<file path="src/rtl/ram_port_b_client.sv">
// rtl/ram_port_b_client.sv - port B initiator: fill sweep plus credited streaming reads
//
// Ports:
//   clock, reset_n            single clock, asynchronous active-low reset
//   clear_req, fill_data      start a fill sweep writing fill_data to every address
//   clear_busy, clear_done    sweep in progress / one-cycle pulse after the last write
//   req_valid/ready, req_addr read request channel
//   rsp_valid/ready, rsp_data read response channel (in request order)
//   ram_enable, ram_wren,     registered port B controls
//   ram_address, ram_data
//   ram_q                     port B read data, one clock after an enabled read

module ram_port_b_client #(
  parameter int addr_width_g = 11,
  parameter int data_width_g = 8
) (
  input  logic                    clock,
  input  logic                    reset_n,
  input  logic                    clear_req,
  input  logic [data_width_g-1:0] fill_data,
  output logic                    clear_busy,
  output logic                    clear_done,
  input  logic                    req_valid,
  output logic                    req_ready,
  input  logic [addr_width_g-1:0] req_addr,
  output logic                    rsp_valid,
  input  logic                    rsp_ready,
  output logic [data_width_g-1:0] rsp_data,
  output logic                    ram_enable,
  output logic                    ram_wren,
  output logic [addr_width_g-1:0] ram_address,
  output logic [data_width_g-1:0] ram_data,
  input  logic [data_width_g-1:0] ram_q
);

  typedef enum logic {IDLE, CLEAR} state_t;

  localparam logic [addr_width_g-1:0] last_addr = '1;

  state_t                  state, state_d;
  logic [addr_width_g-1:0] sweep_cnt, sweep_cnt_d;
  logic [data_width_g-1:0] fill_reg, fill_reg_d;
  logic                    done_d;
  logic                    en_d, wren_d;
  logic [addr_width_g-1:0] addr_d;
  logic [data_width_g-1:0] wdata_d;

  // tag_issue: a read is on the port this cycle; tag_data: ram_q holds read data now
  logic                    tag_issue, tag_data;
  logic [data_width_g-1:0] fifo_mem [4];
  logic [1:0]              wr_ptr, rd_ptr;
  logic [2:0]              fifo_count;
  logic [2:0]              in_flight;
  logic                    accept, push, pop;

  // Every issued read owns a FIFO slot until it is popped, so 4 credits cannot overflow.
  assign in_flight  = fifo_count + {2'b00, tag_issue} + {2'b00, tag_data};
  assign req_ready  = (state == IDLE) && !clear_req && (in_flight < 3'd4);
  assign accept     = req_valid && req_ready;
  assign push       = tag_data;
  assign pop        = rsp_valid && rsp_ready;
  assign rsp_valid  = (fifo_count != 3'd0);
  assign rsp_data   = fifo_mem[rd_ptr];
  assign clear_busy = (state == CLEAR);

  // sweep_cnt always equals the address of the sweep write currently on the port
  always_comb begin
    state_d     = state;
    sweep_cnt_d = sweep_cnt;
    fill_reg_d  = fill_reg;
    done_d      = 1'b0;
    en_d        = 1'b0;
    wren_d      = 1'b0;
    addr_d      = ram_address;
    wdata_d     = ram_data;
    case (state)
      IDLE: begin
        if (clear_req) begin
          state_d     = CLEAR;
          sweep_cnt_d = '0;
          fill_reg_d  = fill_data;
          en_d        = 1'b1;
          wren_d      = 1'b1;
          addr_d      = '0;
          wdata_d     = fill_data;
        end else if (accept) begin
          en_d   = 1'b1;
          addr_d = req_addr;
        end
      end
      CLEAR: begin
        if (sweep_cnt == last_addr) begin
          state_d = IDLE;
          done_d  = 1'b1;
        end else begin
          sweep_cnt_d = sweep_cnt + addr_width_g'(1);
          en_d        = 1'b1;
          wren_d      = 1'b1;
          addr_d      = sweep_cnt + addr_width_g'(1);
          wdata_d     = fill_reg;
        end
      end
      default: state_d = IDLE;
    endcase
  end

  always_ff @(posedge clock or negedge reset_n) begin
    if (!reset_n) begin
      state       <= IDLE;
      sweep_cnt   <= '0;
      fill_reg    <= '0;
      clear_done  <= 1'b0;
      ram_enable  <= 1'b0;
      ram_wren    <= 1'b0;
      ram_address <= '0;
      ram_data    <= '0;
      tag_issue   <= 1'b0;
      tag_data    <= 1'b0;
      wr_ptr      <= 2'd0;
      rd_ptr      <= 2'd0;
      fifo_count  <= 3'd0;
      for (int i = 0; i < 4; i++) fifo_mem[i] <= '0;
    end else begin
      state       <= state_d;
      sweep_cnt   <= sweep_cnt_d;
      fill_reg    <= fill_reg_d;
      clear_done  <= done_d;
      ram_enable  <= en_d;
      ram_wren    <= wren_d;
      ram_address <= addr_d;
      ram_data    <= wdata_d;
      tag_issue   <= accept;
      tag_data    <= tag_issue;
      if (push) begin
        fifo_mem[wr_ptr] <= ram_q;
        wr_ptr           <= wr_ptr + 2'd1;
      end
      if (pop) rd_ptr <= rd_ptr + 2'd1;
      case ({push, pop})
        2'b10:   fifo_count <= fifo_count + 3'd1;
        2'b01:   fifo_count <= fifo_count - 3'd1;
        default: fifo_count <= fifo_count;
      endcase
    end
  end

endmodule

</file>
<file path="config.mk">
export PLATFORM = sky130hd
export DESIGN_NAME = ram_port_b_client
export DESIGN_NICKNAME = d
export VERILOG_FILES = /design/src/rtl/ram_port_b_client.sv
export SDC_FILE = /design/constraint.sdc
export NUM_CORES = 1
export LEC_CHECK = 0
export ABC_AREA = 1
export CORE_ASPECT_RATIO = 2
export CORE_MARGIN = 4
export CORE_UTILIZATION = 30
export DETAILED_ROUTE_END_ITERATION = 8
export PLACE_DENSITY = 0.47
export SLEW_MARGIN = 25
export SYNTH_ARGS = -nofsm -noshare
export SYNTH_HDL_FRONTEND = slang
export SYNTH_SLANG_ARGS = --single-unit
export TNS_END_PERCENT = 1
</file>
<file path="constraint.sdc">
create_clock -name clock -period 2.7 [get_ports clock]
set_clock_uncertainty 0.05 [all_clocks]
set_input_delay 0.54 -clock clock [delete_from_list [all_inputs] [get_ports clock]]
set_output_delay 0.54 -clock clock [all_outputs]
set_load 0.05 [all_outputs]
</file>
After elaboration in Yosys (flattened, before gate mapping). Index checks and enable logic that the tools add are counted.

Bitwise gates (word level): 3. Reductions and logical operators: 11. Multiplexer cells: 24. Add/sub/neg operators: 7. $lt $le $gt $ge: 4. Eq/ne operators: 6.

Operator list (count): 11-bit two-way mux (4); 11-bit case mux with 2 select lines (2); 8-bit two-way mux (5); 32-bit bitwise mux (1); 8-bit binary-select mux with 2-bit select (1); 8-bit demux with 2-bit select (1); 8-bit case mux with 2 select lines (1); 11-bit by 1-bit adder with 11-bit output (second input constant) (1); 11-bit equality test (second input constant) (1); 3-bit by 1-bit adder with 3-bit output (2); 3-bit >= comparator (second input constant) (2); 1-bit two-way mux (6); 2-bit NOT with 3-bit output (2); 3-bit case mux with 2 select lines (1); 2-bit AND reduction (3); 1-bit logical AND (5); 2-bit by 1-bit adder with 2-bit output (second input constant) (2); 2-bit != test (second input constant) (2); 1-bit case mux with 2 select lines (2); 3-bit by 1-bit adder with 3-bit output (second input constant) (1); 3-bit by 1-bit < comparator with 1-bit output (second input constant) (1); 3-bit < comparator (second input constant) (1); 3-bit != test (second input constant) (1); 3-bit nonzero test (1); 6 further kinds (6).

Input bits: 32. Output and inout port bits: 33. Register bits: 82. Logic and storage cells: 71.

Longest topological paths before layout. Gate-level depths: netlist of the first run.

Word-level depth: 8. Mapped depth: 11. Depth with buffers taken out: 10.

Worst setup path after synthesis of the first run. Ideal clock, no wire load.

Kind: reg-to-output. Start: register rd_ptr[0]. End: output port rsp_data[5]. Path buffers: 2. Required time: 2110 ps. Slack: 326 ps. Stages on the path, launching flop included: 6. Arrival: 1784 ps. Cell sequence: dfrtp_1 > clkbuf_1 > inv_1 > clkbuf_1 > o21ai_0 > o22ai_1.

Word-level cells in the longest chain between the ends: 4.

Ends and longest elaborated chain: start: declaration (RTL line 51) `logic [1:0] wr_ptr, rd_ptr;`; start signal: assignment (RTL line 138) `if (pop) rd_ptr <= rd_ptr + 2'd1;`; 2-bit NOT with 3-bit output (not written as such) (RTL line 63) `assign rsp_data = fifo_mem[rd_ptr];`; 8-bit binary-select mux with 2-bit select (RTL line 63); 8-bit two-way mux (not written as such) (2 in series) (RTL line 63); end: declaration (RTL line 28) `output logic [data_width_g-1:0] rsp_data,`.

No other way between the ends. The select of a mux whose other input is x is not followed.

Worst setup path after layout of the first run.
Start: register state, in the netlist clear_busy. End: output port clear_busy.

RTL lines: start: declaration (RTL line 40) `state_t state, state_d;`; start signal: assignment (RTL line 124) `state <= state_d;`; end: declaration (RTL line 21) `output logic clear_busy,`.

No word-level cell between the ends.

==> impl_metrics.json, run 1 <==
{
  "status": "finished, final reports clean",
  "power_density_nw_per_um2": 1160,
  "synth_area_leader_cell": "dfrtp_1",
  "routedWlPerCell_um": 14.4,
  "post-cts-setup-buffers": 0,
  "ys_async_sr_fraction_pct": 100,
  "post_cts_resize_count": 0,
  "numCtsBuffers": 9,
  "tightest_slew_ps": 597,
  "power_w": 0.00569,
  "ys_top_cells_by_count": "nand2_1 (142), dfrtp_1 (82), o21ai_0 (75), inv_1 (41), nor2_1 (26)",
  "antenna_left": 0,
  "clkPwrFrac_pct": 24.6,
  "wl_met2_um": 4950,
  "first_pass_iters": 4,
  "row_count": 57,
  "arrival_ps": 1800,
  "synthCells": 453,
  "power.leakage_nw": 2.36,
  "syn_to_final_growth_pct": 29.7,
  "comb_power_share_pct": 40.3,
  "top_register": "fifo_mem",
  "start_kind": "flip-flop",
  "drive_gt1_share_pct": 7.92,
  "cts_root_buffer": "clkbuf_16",
  "drt-total-wl_um": 9550,
  "cts_tree": "done",
  "final_util_pct": 40.1,
  "switching_share_pct": 40.8,
  "die_area_um2": 14600,
  "yosys_warnings": 0,
  "synth_cell_types": 25,
  "finalHoldViolCount": 0,
  "syn_area_um2": 3790,
  "drv_cap": 0,
  "drt_iter0_drc": 95,
  "dp_hpwl_um": 6950,
  "max_freq_mhz": 419,
  "finalNetCount": 553,
  "drc": 0,
  "ir_drop_mv": 0.584,
  "post_dp_cell_area_um2": 4580,
  "cp_max_fo": 10,
  "setup_viol": 0,
  "hold_buffers": 0,
  "routabilityCongestion": 0.812,
  "synth_enable_flop_cells": 0,
  "tns_ps": 0,
  "multi_input_area_um2": 1470,
  "grt_pass1_wl_um": 15900,
  "vias": 3062,
  "antenna_found_initial": 0,
  "cts.sinks": 82,
  "viasPerCell": 4.60,
  "cts_buffer_depth": 2,
  "holdCritPathClass": "input pin to async pin",
  "path_cells": "clkdlybuf4s50_1",
  "syn_area_per_cell_um2": 8.38,
  "grt_pass1_vias": 3146,
  "grt_overflow": 0,
  "grt_start_max_net_pins": 45,
  "hold_ws_ps": 164,
  "drt-met1-wl_um": 3970,
  "cpMaxStageDelayCell": "clkdlybuf4s50_1",
  "io_buffers": 64,
  "slowest_delay_ps": 880,
  "criticalPathCategory": "flip-flop to output port",
  "final_cell_area_um2": 4920,
  "fill_cells": 1264,
  "io_pins": 65,
  "initial_core_util_pct": 30.9,
  "critPathCaptureType": "output port",
  "h-tree-depth": 3,
  "ys_ff_latch": 82,
  "synth_flop_cell": "dfrtp_1",
  "rsz0062_at_grt": "false",
  "fp.dieH_um": 167,
  "synth_area_leaders": "dfrtp_1 (54%), nand2_1 (14%), o21ai_0 (9.9%)",
  "top_layer": "met4",
  "wl_met3_um": 410,
  "fin_crit_sh_pct": 88.3,
  "required_ps": 2110,
  "synthMostInstantiatedCell": "nand2_1",
  "clk_latency_ps": 330,
  "track_usage_pct": 14.1,
  "seq_area_um2": 2050,
  "cp_top_family": "buffers and inverters",
  "num_antenna_cells": 0,
  "layout_min_cycle_time_ps": 2390,
  "yosysSeqAreaShare_pct": 54.1,
  "seqPwrFrac_pct": 35.1,
  "slew_headroom_pct": 60.2,
  "clk_pin_slew_ps": 60,
  "yosysTopAreaCellShare_pct": 54.1,
  "largest_register_ffs": 32,
  "p_int_w": 0.00337,
  "synth.net_count": 493,
  "cp_num_buf_inv": 1,
  "p_sw_w": 0.00232,
  "slew_viol_final": 0,
  "core-area_um2": 12300,
  "reg.largest.list": "fifo_mem: 32 flops, ram_address: 11 flops, sweep_cnt: 11 flops",
  "fp.dieW_um": 87.5
}
## through the flow
stage | cells | setup WS (ps)
floorplan | 453 | 326
global placement | 649 | 415
detailed placement | 649 | 375
CTS | 665 | 286
global route | 665 | 214
finish | 665 | 315
## final timing paths
check                             start        endpoint  slack [ps]  cells after the start
max                          clear_busy      clear_busy         310                      1
min                             reset_n   fifo_count[1]         160                      1
max reg2reg                sweep_cnt[0]  ram_address[9]         650                     10
min reg2reg                   tag_issue            push         330                      0
max in group asynchronous       reset_n     fill_reg[3]        1840                      2
min in group clock            tag_issue            push         330                      0
## cells by family after synthesis
group,synth area share (%)
DFF,54.1
xor gates and xnor gates,0.923
AOI/OAI and AO/OA,13.2
buffers and inverters,7.12
and+or+nand+nor,21.9
adders and majority gates,2.84
## layout by cell type, fill, tap and decap left out, drive strengths merged, types with 3 or more instances in the layout
cell,n
a21oi,3
buf,16
bufinv,3
clkbuf,9
clkdlybuf4s50,54
clkinv,3
dfrtp,82
ha,7
inv,42
nand2,147
nand3,23
nand4,3
nor2,28
o211ai,8
o21ai,75
o22ai,8
xor2,3
## worst register-to-register path, delay by kind of cell (launching register included)
family                     cells  cell delay [ps]
and+or+nand+nor                8             1110
buffers and inverters          1              230
adders and majority gates      1              190
DFF                            1              370
## area by class of cell
class	count	area share, %
Sequential cell	82	41.7
Multi-Input combinational cell	308	29.9
Timing Repair Buffer	70	14.4
Clock buffer	9	4.57
Tap cell	147	3.74
Inverter	42	3.30
Clock inverter	7	2.36
## routing by layer
metal | up-vias | GRT usage [%]
met1 | 1412 | 16.5
met4 | 0 | 5.41
met3 | 14 | 3.21
li1 | 1576 | -
met2 | 60 | 24.2
met5 | - | 0
## power groups by stage
stage | logic [W] | registers (W) | clock network, W
3_5_place_dp | 0.00232 | 0.00202 | 0
4_1_cts | 0.00233 | 0.00200 | 0.00144
5_1_grt | 0.00253 | 0.00207 | 0.00152
6_report | 0.00229 | 0.00200 | 0.00140
2_1_floorplan | 0.00120 | 0.00231 | 0
3_3_place_gp | 0.00229 | 0.00202 | 0
Power figures use the tool's default switching activity.
==> run 2: changes to the inputs <==
--- a/config.mk
+++ b/config.mk
@@ -8,11 +8,11 @@
 export ABC_AREA = 1
 export CORE_ASPECT_RATIO = 2
 export CORE_MARGIN = 4
-export CORE_UTILIZATION = 30
+export CORE_UTILIZATION = 45
 export DETAILED_ROUTE_END_ITERATION = 8
-export PLACE_DENSITY = 0.47
+export PLACE_DENSITY = 0.67
 export SLEW_MARGIN = 25
 export SYNTH_ARGS = -nofsm -noshare
 export SYNTH_HDL_FRONTEND = slang
 export SYNTH_SLANG_ARGS = --single-unit
-export TNS_END_PERCENT = 1
+export TNS_END_PERCENT = 20
==> run 2 against run 1 <==
  * Clock power fell by 8%
  * Cell area fell by 1.8%
  * Critical path type unchanged
  * Die area fell by 31%
  * Routed wire length fell by 7.1%
  * First-iteration DRC count rose by 68%
  * Register-to-register slack got worse by 30 ps
  * Final cell count fell by 7.7%
==> impl_metrics.json, run 2 (synthesized netlist as in run 1, its figures left out) <==
{
  "switching_share_pct": 40.9,
  "reg2regPathDepth": 10,
  "path_cells": "clkdlybuf4s50_1",
  "post_cts_resize_count": 0,
  "antenna_found_initial": 0,
  "holdCritPathClass": "input pin to async pin",
  "layout_common_cells": "nand2_1 (142), dfrtp_1 (82), o21ai_0 (75)",
  "critPathCaptureType": "output port",
  "tightest_slew_ps": 533,
  "core-area_um2": 8230,
  "placed_cells": 599,
  "top_register": "fifo_mem",
  "num_antenna_cells": 0,
  "initial_core_util_pct": 46.1,
  "clk_pin_slew_ps": 60,
  "drv_cap": 0,
  "cp_top_family": "buffers and inverters",
  "cp_max_fo": 10,
  "drt-total-wl_um": 8870,
  "start_kind": "flip-flop",
  "ir_drop_mv": 0.568,
  "r2r-start": "sweep_cnt[0]",
  "cts_root_buffer": "clkbuf_16",
  "layout_commonest_cell": "nand2_1",
  "grt_overflow": 0,
  "final_cells": 614,
  "r2r_end": "ram_address[5]",
  "cts.sinks": 82,
  "p_int_w": 0.00331,
  "criticalPathCategory": "flip-flop to output port",
  "die_area_um2": 10100,
  "syn_to_final_growth_pct": 27.5,
  "path_depth": 1,
  "antenna_left": 0,
  "drc": 0,
  "rsz0062_at_grt": "false",
  "io_buffers": 64,
  "h-tree-depth": 3,
  "drt_iter0_drc": 160,
  "p_sw_w": 0.00229,
  "comb_power_share_pct": 40.9,
  "cpMaxStageDelayCell": "clkdlybuf4s50_1",
  "first_pass_iters": 5,
  "clkPwrFrac_pct": 23.1,
  "max_freq_mhz": 420,
  "arrival_ps": 1790,
  "drive_gt1_share_pct": 7.56,
  "numCtsBuffers": 9,
  "status": "finished, final reports clean",
  "track_usage_pct": 19.3,
  "cp_num_buf_inv": 1,
  "routabilityCongestion": 0.789,
  "dp_hpwl_um": 6510,
  "rrSetupSlack_ps": 620,
  "hold_buffers": 0,
  "post-cts-setup-buffers": 0,
  "tns_ps": 0,
  "slowest_delay_ps": 890,
  "grt_start_max_net_pins": 54,
  "clk_latency_ps": 330,
  "cts_tree": "done",
  "power.leakage_nw": 2.35,
  "cts_buffer_depth": 2,
  "crit_end": "clear_busy",
  "reg.largest.list": "fifo_mem: 32 flops, ram_address: 11 flops, sweep_cnt: 11 flops",
  "fp.dieW_um": 72.9,
  "vias": 3177,
  "io_pins": 65,
  "setup_viol": 0,
  "slew_headroom_pct": 64.3,
  "row_count": 47,
  "routedWlPerCell_um": 14.4,
  "fill_cells": 745,
  "crit_start": "clear_busy",
  "largest_register_ffs": 32,
  "fp.dieH_um": 138,
  "grt_pass1_wl_um": 14700,
  "finalNetCount": 552,
  "grt_pass1_vias": 3119,
  "layout_min_cycle_time_ps": 2380,
  "fin_crit_sh_pct": 88.1,
  "power_density_nw_per_um2": 1160,
  "final_util_pct": 58.8,
  "required_ps": 2110,
  "slew_viol_final": 0,
  "seqPwrFrac_pct": 36.0,
  "finalHoldViolCount": 0,
  "viasPerCell": 5.17
}
run 2: cell types whose count changed in the layout (fill, tap and decap cells not counted):
cell | before | now
inv_6 | 1 | 0
bufinv_16 | 3 | 1
buf_4 | 12 | 11
clkinvlp_4 | 1 | 0
clkbuf_8 | 0 | 5
clkinv_2 | 2 | 0
run 2: cell type report:
cell class / instances / area, µm² / area share [%]
multi-input combinational: 308 / 1470 / 30.4
tap: 98 / 123 / 2.53
inverter: 42 / 163 / 3.36
sequential: 82 / 2050 / 42.4
clock buffer: 14 / 294 / 6.08
timing repair buffer: 69 / 703 / 14.5
clock inverter: 1 / 30.0 / 0.621
run 2: metrics by stage:
step / hold slack [ps] / area [µm²] / worst slack [ps] / power, W
floorplan: 194 / 3790 / 326 / 0.00351
global placement: 312 / 4510 / 391 / 0.00427
global route: 101 / 4840 / 252 / 0.00595
finish: 78.3 / 4840 / 321 / 0.00559
detailed placement: 327 / 4510 / 380 / 0.00432
CTS: 87.5 / 4840 / 309 / 0.00565
run 2: worst min-delay path by stage:
stage	to	slack [ps]	depth (start not counted)
finish	fifo_count[1]	80	1
global route	fifo_count[1]	100	1
CTS	fifo_count[1]	90	1
detailed placement	push	330	0
global placement	push	310	0
floorplan	clear_busy	190	0
run 2: per-layer routing:
layer / global-route usage (%) / wire length (µm) / part of all wire [%]
met1: 21.1 / 3370 / 38
met2: 33.3 / 4740 / 53
met3: 5.22 / 453 / 5.1
met4: 10.2 / 303 / 3.4
met5: 0 / 0 / 0
run 2: power by group through the flow:
stage          Clock, W  Combinational (W)  Sequential, W
2_1_floorplan         0            0.00120        0.00231
3_3_place_gp          0            0.00226        0.00201
3_5_place_dp          0            0.00230        0.00202
4_1_cts         0.00133            0.00231        0.00201
5_1_grt         0.00137            0.00251        0.00206
6_report        0.00129            0.00229        0.00201
==> run 3: changes to the inputs <==
--- a/config.mk
+++ b/config.mk
@@ -6,11 +6,13 @@
 export NUM_CORES = 1
 export LEC_CHECK = 0
 export ABC_AREA = 1
+export CELL_PAD_IN_SITES_DETAIL_PLACEMENT = 2
+export CELL_PAD_IN_SITES_GLOBAL_PLACEMENT = 2
 export CORE_ASPECT_RATIO = 2
 export CORE_MARGIN = 4
-export CORE_UTILIZATION = 45
+export CORE_UTILIZATION = 34
 export DETAILED_ROUTE_END_ITERATION = 8
-export PLACE_DENSITY = 0.67
+export PLACE_DENSITY = 0.82
 export SLEW_MARGIN = 25
 export SYNTH_ARGS = -nofsm -noshare
 export SYNTH_HDL_FRONTEND = slang
==> run 3 against run 2 <==
  * Global-route usage up 0.60 points
  * First-iteration DRC count is 64% lower
  * Sequential power hardly changed
  * Via count is 5.3% higher
  * Die area is 29% higher
  * Critical path type unchanged
==> impl_metrics.json, run 3 (synthesized netlist as in run 1, its figures left out) <==
{
  "routabilityCongestion": 0.763,
  "start_kind": "flip-flop",
  "post-cts-setup-buffers": 0,
  "grt_overflow": 0,
  "cp_max_fo": 9,
  "power_density_nw_per_um2": 1180,
  "reg2regPathDepth": 10,
  "drt-total-wl_um": 11900,
  "io_pins": 65,
  "antenna_found_initial": 0,
  "drv_cap": 0,
  "rrSetupSlack_ps": 540,
  "track_usage_pct": 19.9,
  "hold_buffers": 0,
  "finalNetCount": 554,
  "fin_crit_sh_pct": 88.6,
  "rsz0062_at_grt": "false",
  "drive_gt1_share_pct": 7.71,
  "num_antenna_cells": 0,
  "cts.sinks": 82,
  "grt_pass1_wl_um": 19300,
  "layout_common_cells": "nand2_1 (142), dfrtp_1 (82), o21ai_0 (75)",
  "max_freq_mhz": 418,
  "critPathCaptureType": "output port",
  "drt_iter0_drc": 57,
  "dp_hpwl_um": 8810,
  "vias": 3344,
  "arrival_ps": 1800,
  "required_ps": 2110,
  "io_buffers": 64,
  "post_dp_cell_area_um2": 4580,
  "slowest_delay_ps": 480,
  "core-area_um2": 10900,
  "p_int_w": 0.00331,
  "cts_buffer_depth": 2,
  "fp.dieW_um": 82.7,
  "reg.largest.list": "fifo_mem: 32 flops, ram_address: 11 flops, sweep_cnt: 11 flops",
  "criticalPathCategory": "flip-flop to output port",
  "setup_ws_ps": 307,
  "numCtsBuffers": 9,
  "clkPwrFrac_pct": 23.1,
  "status": "finished, final reports clean",
  "pre_cts_slack_ps": 318,
  "layout_commonest_cell": "nand2_1",
  "viasPerCell": 5.07,
  "crit_top_cell": "nand2_1",
  "antenna_left": 0,
  "cp_num_buf_inv": 1,
  "final_cell_area_um2": 4900,
  "power.leakage_nw": 2.34,
  "grt_pass1_vias": 3843,
  "fp.dieH_um": 157,
  "r2r_end": "ram_address[1]",
  "top_register": "fifo_mem",
  "comb_power_share_pct": 41.7,
  "clk_latency_ps": 340,
  "grt_start_max_net_pins": 37,
  "largest_register_ffs": 32,
  "routedWlPerCell_um": 18.1,
  "r2r-start": "sweep_cnt[0]",
  "drc": 0,
  "seqPwrFrac_pct": 35.2,
  "slew_viol_final": 0,
  "path_cells": "ha_1 -> nand2_1 -> nand2_1 -> nand2_1 -> nand2_1 -> and3_1 -> buf_12",
  "initial_core_util_pct": 34.7,
  "syn_to_final_growth_pct": 29.2,
  "layout_min_cycle_time_ps": 2390,
  "h-tree-depth": 3,
  "finalHoldViolCount": 0,
  "cts_root_buffer": "clkbuf_16",
  "setup_viol": 0,
  "cts_tree": "done",
  "first_pass_iters": 4,
  "holdCritPathClass": "input pin to async pin",
  "cpMaxStageDelayCell": "dfrtp_1",
  "p_sw_w": 0.00246,
  "post_cts_resize_count": 0,
  "cp_top_family": "simple AND/OR/NAND/NOR gates",
  "switching_share_pct": 42.6,
  "die_area_um2": 13000,
  "clk_pin_slew_ps": 60,
  "tns_ps": 0,
  "row_count": 54,
  "tightest_slew_ps": 614,
  "ir_drop_mv": 0.493,
  "slew_headroom_pct": 59.1
}
## run 3: through the flow
stage | std cells | utilization (%) | hold slack [ps] | total power (W)
after global placement | 643 | 41.8 | 312 | 0.00432
after floorplan | 453 | - | 194 | 0.00351
after detailed placement | 643 | 41.8 | 317 | 0.00447
final | 659 | 44.8 | 83.9 | 0.00576
after CTS | 659 | 44.8 | 91.9 | 0.00585
after global routing | 659 | 44.8 | 110 | 0.00616
## run 3: cell type report
type	instances	area (µm²)
Tap cell	140	175
Inverter	42	163
Multi-Input combinational cell	308	1470
Sequential cell	82	2050
Clock inverter	4	75.1
Clock buffer	12	246
Timing Repair Buffer	71	718
Fill cell	1248	6040
## run 3: worst max path at each step
stage	start	end	slack [ps]	cells after the start
after floorplan	rd_ptr[0]	rsp_data[5]	330	5
after global placement	rsp_ready	fifo_count[2]	430	9
after detailed placement	clear_req	ram_address[1]	320	7
after CTS	push	req_ready	270	7
after global routing	push	req_ready	150	7
final	push	req_ready	310	7
## run 3: power groups by stage
| stage | logic, W | clock network [W] | registers, W |
|---|---|---|---|
| 2_1_floorplan | 0.00120 | 0 | 0.00231 |
| 3_3_place_gp | 0.00231 | 0 | 0.00201 |
| 3_5_place_dp | 0.00242 | 0 | 0.00204 |
| 4_1_cts | 0.00245 | 0.00136 | 0.00204 |
| 5_1_grt | 0.00264 | 0.00142 | 0.00209 |
| 6_report | 0.00240 | 0.00133 | 0.00203 |
## run 3: metal layers
layer / vias up / track usage, % / part of all wire (%)
li1: 1576 / - / -
met1: 1691 / 19.7 / 36
met2: 61 / 39.3 / 59
met3: 16 / 3.04 / 2.8
met4: 0 / 7.40 / 2.0
met5: - / 0 / 0
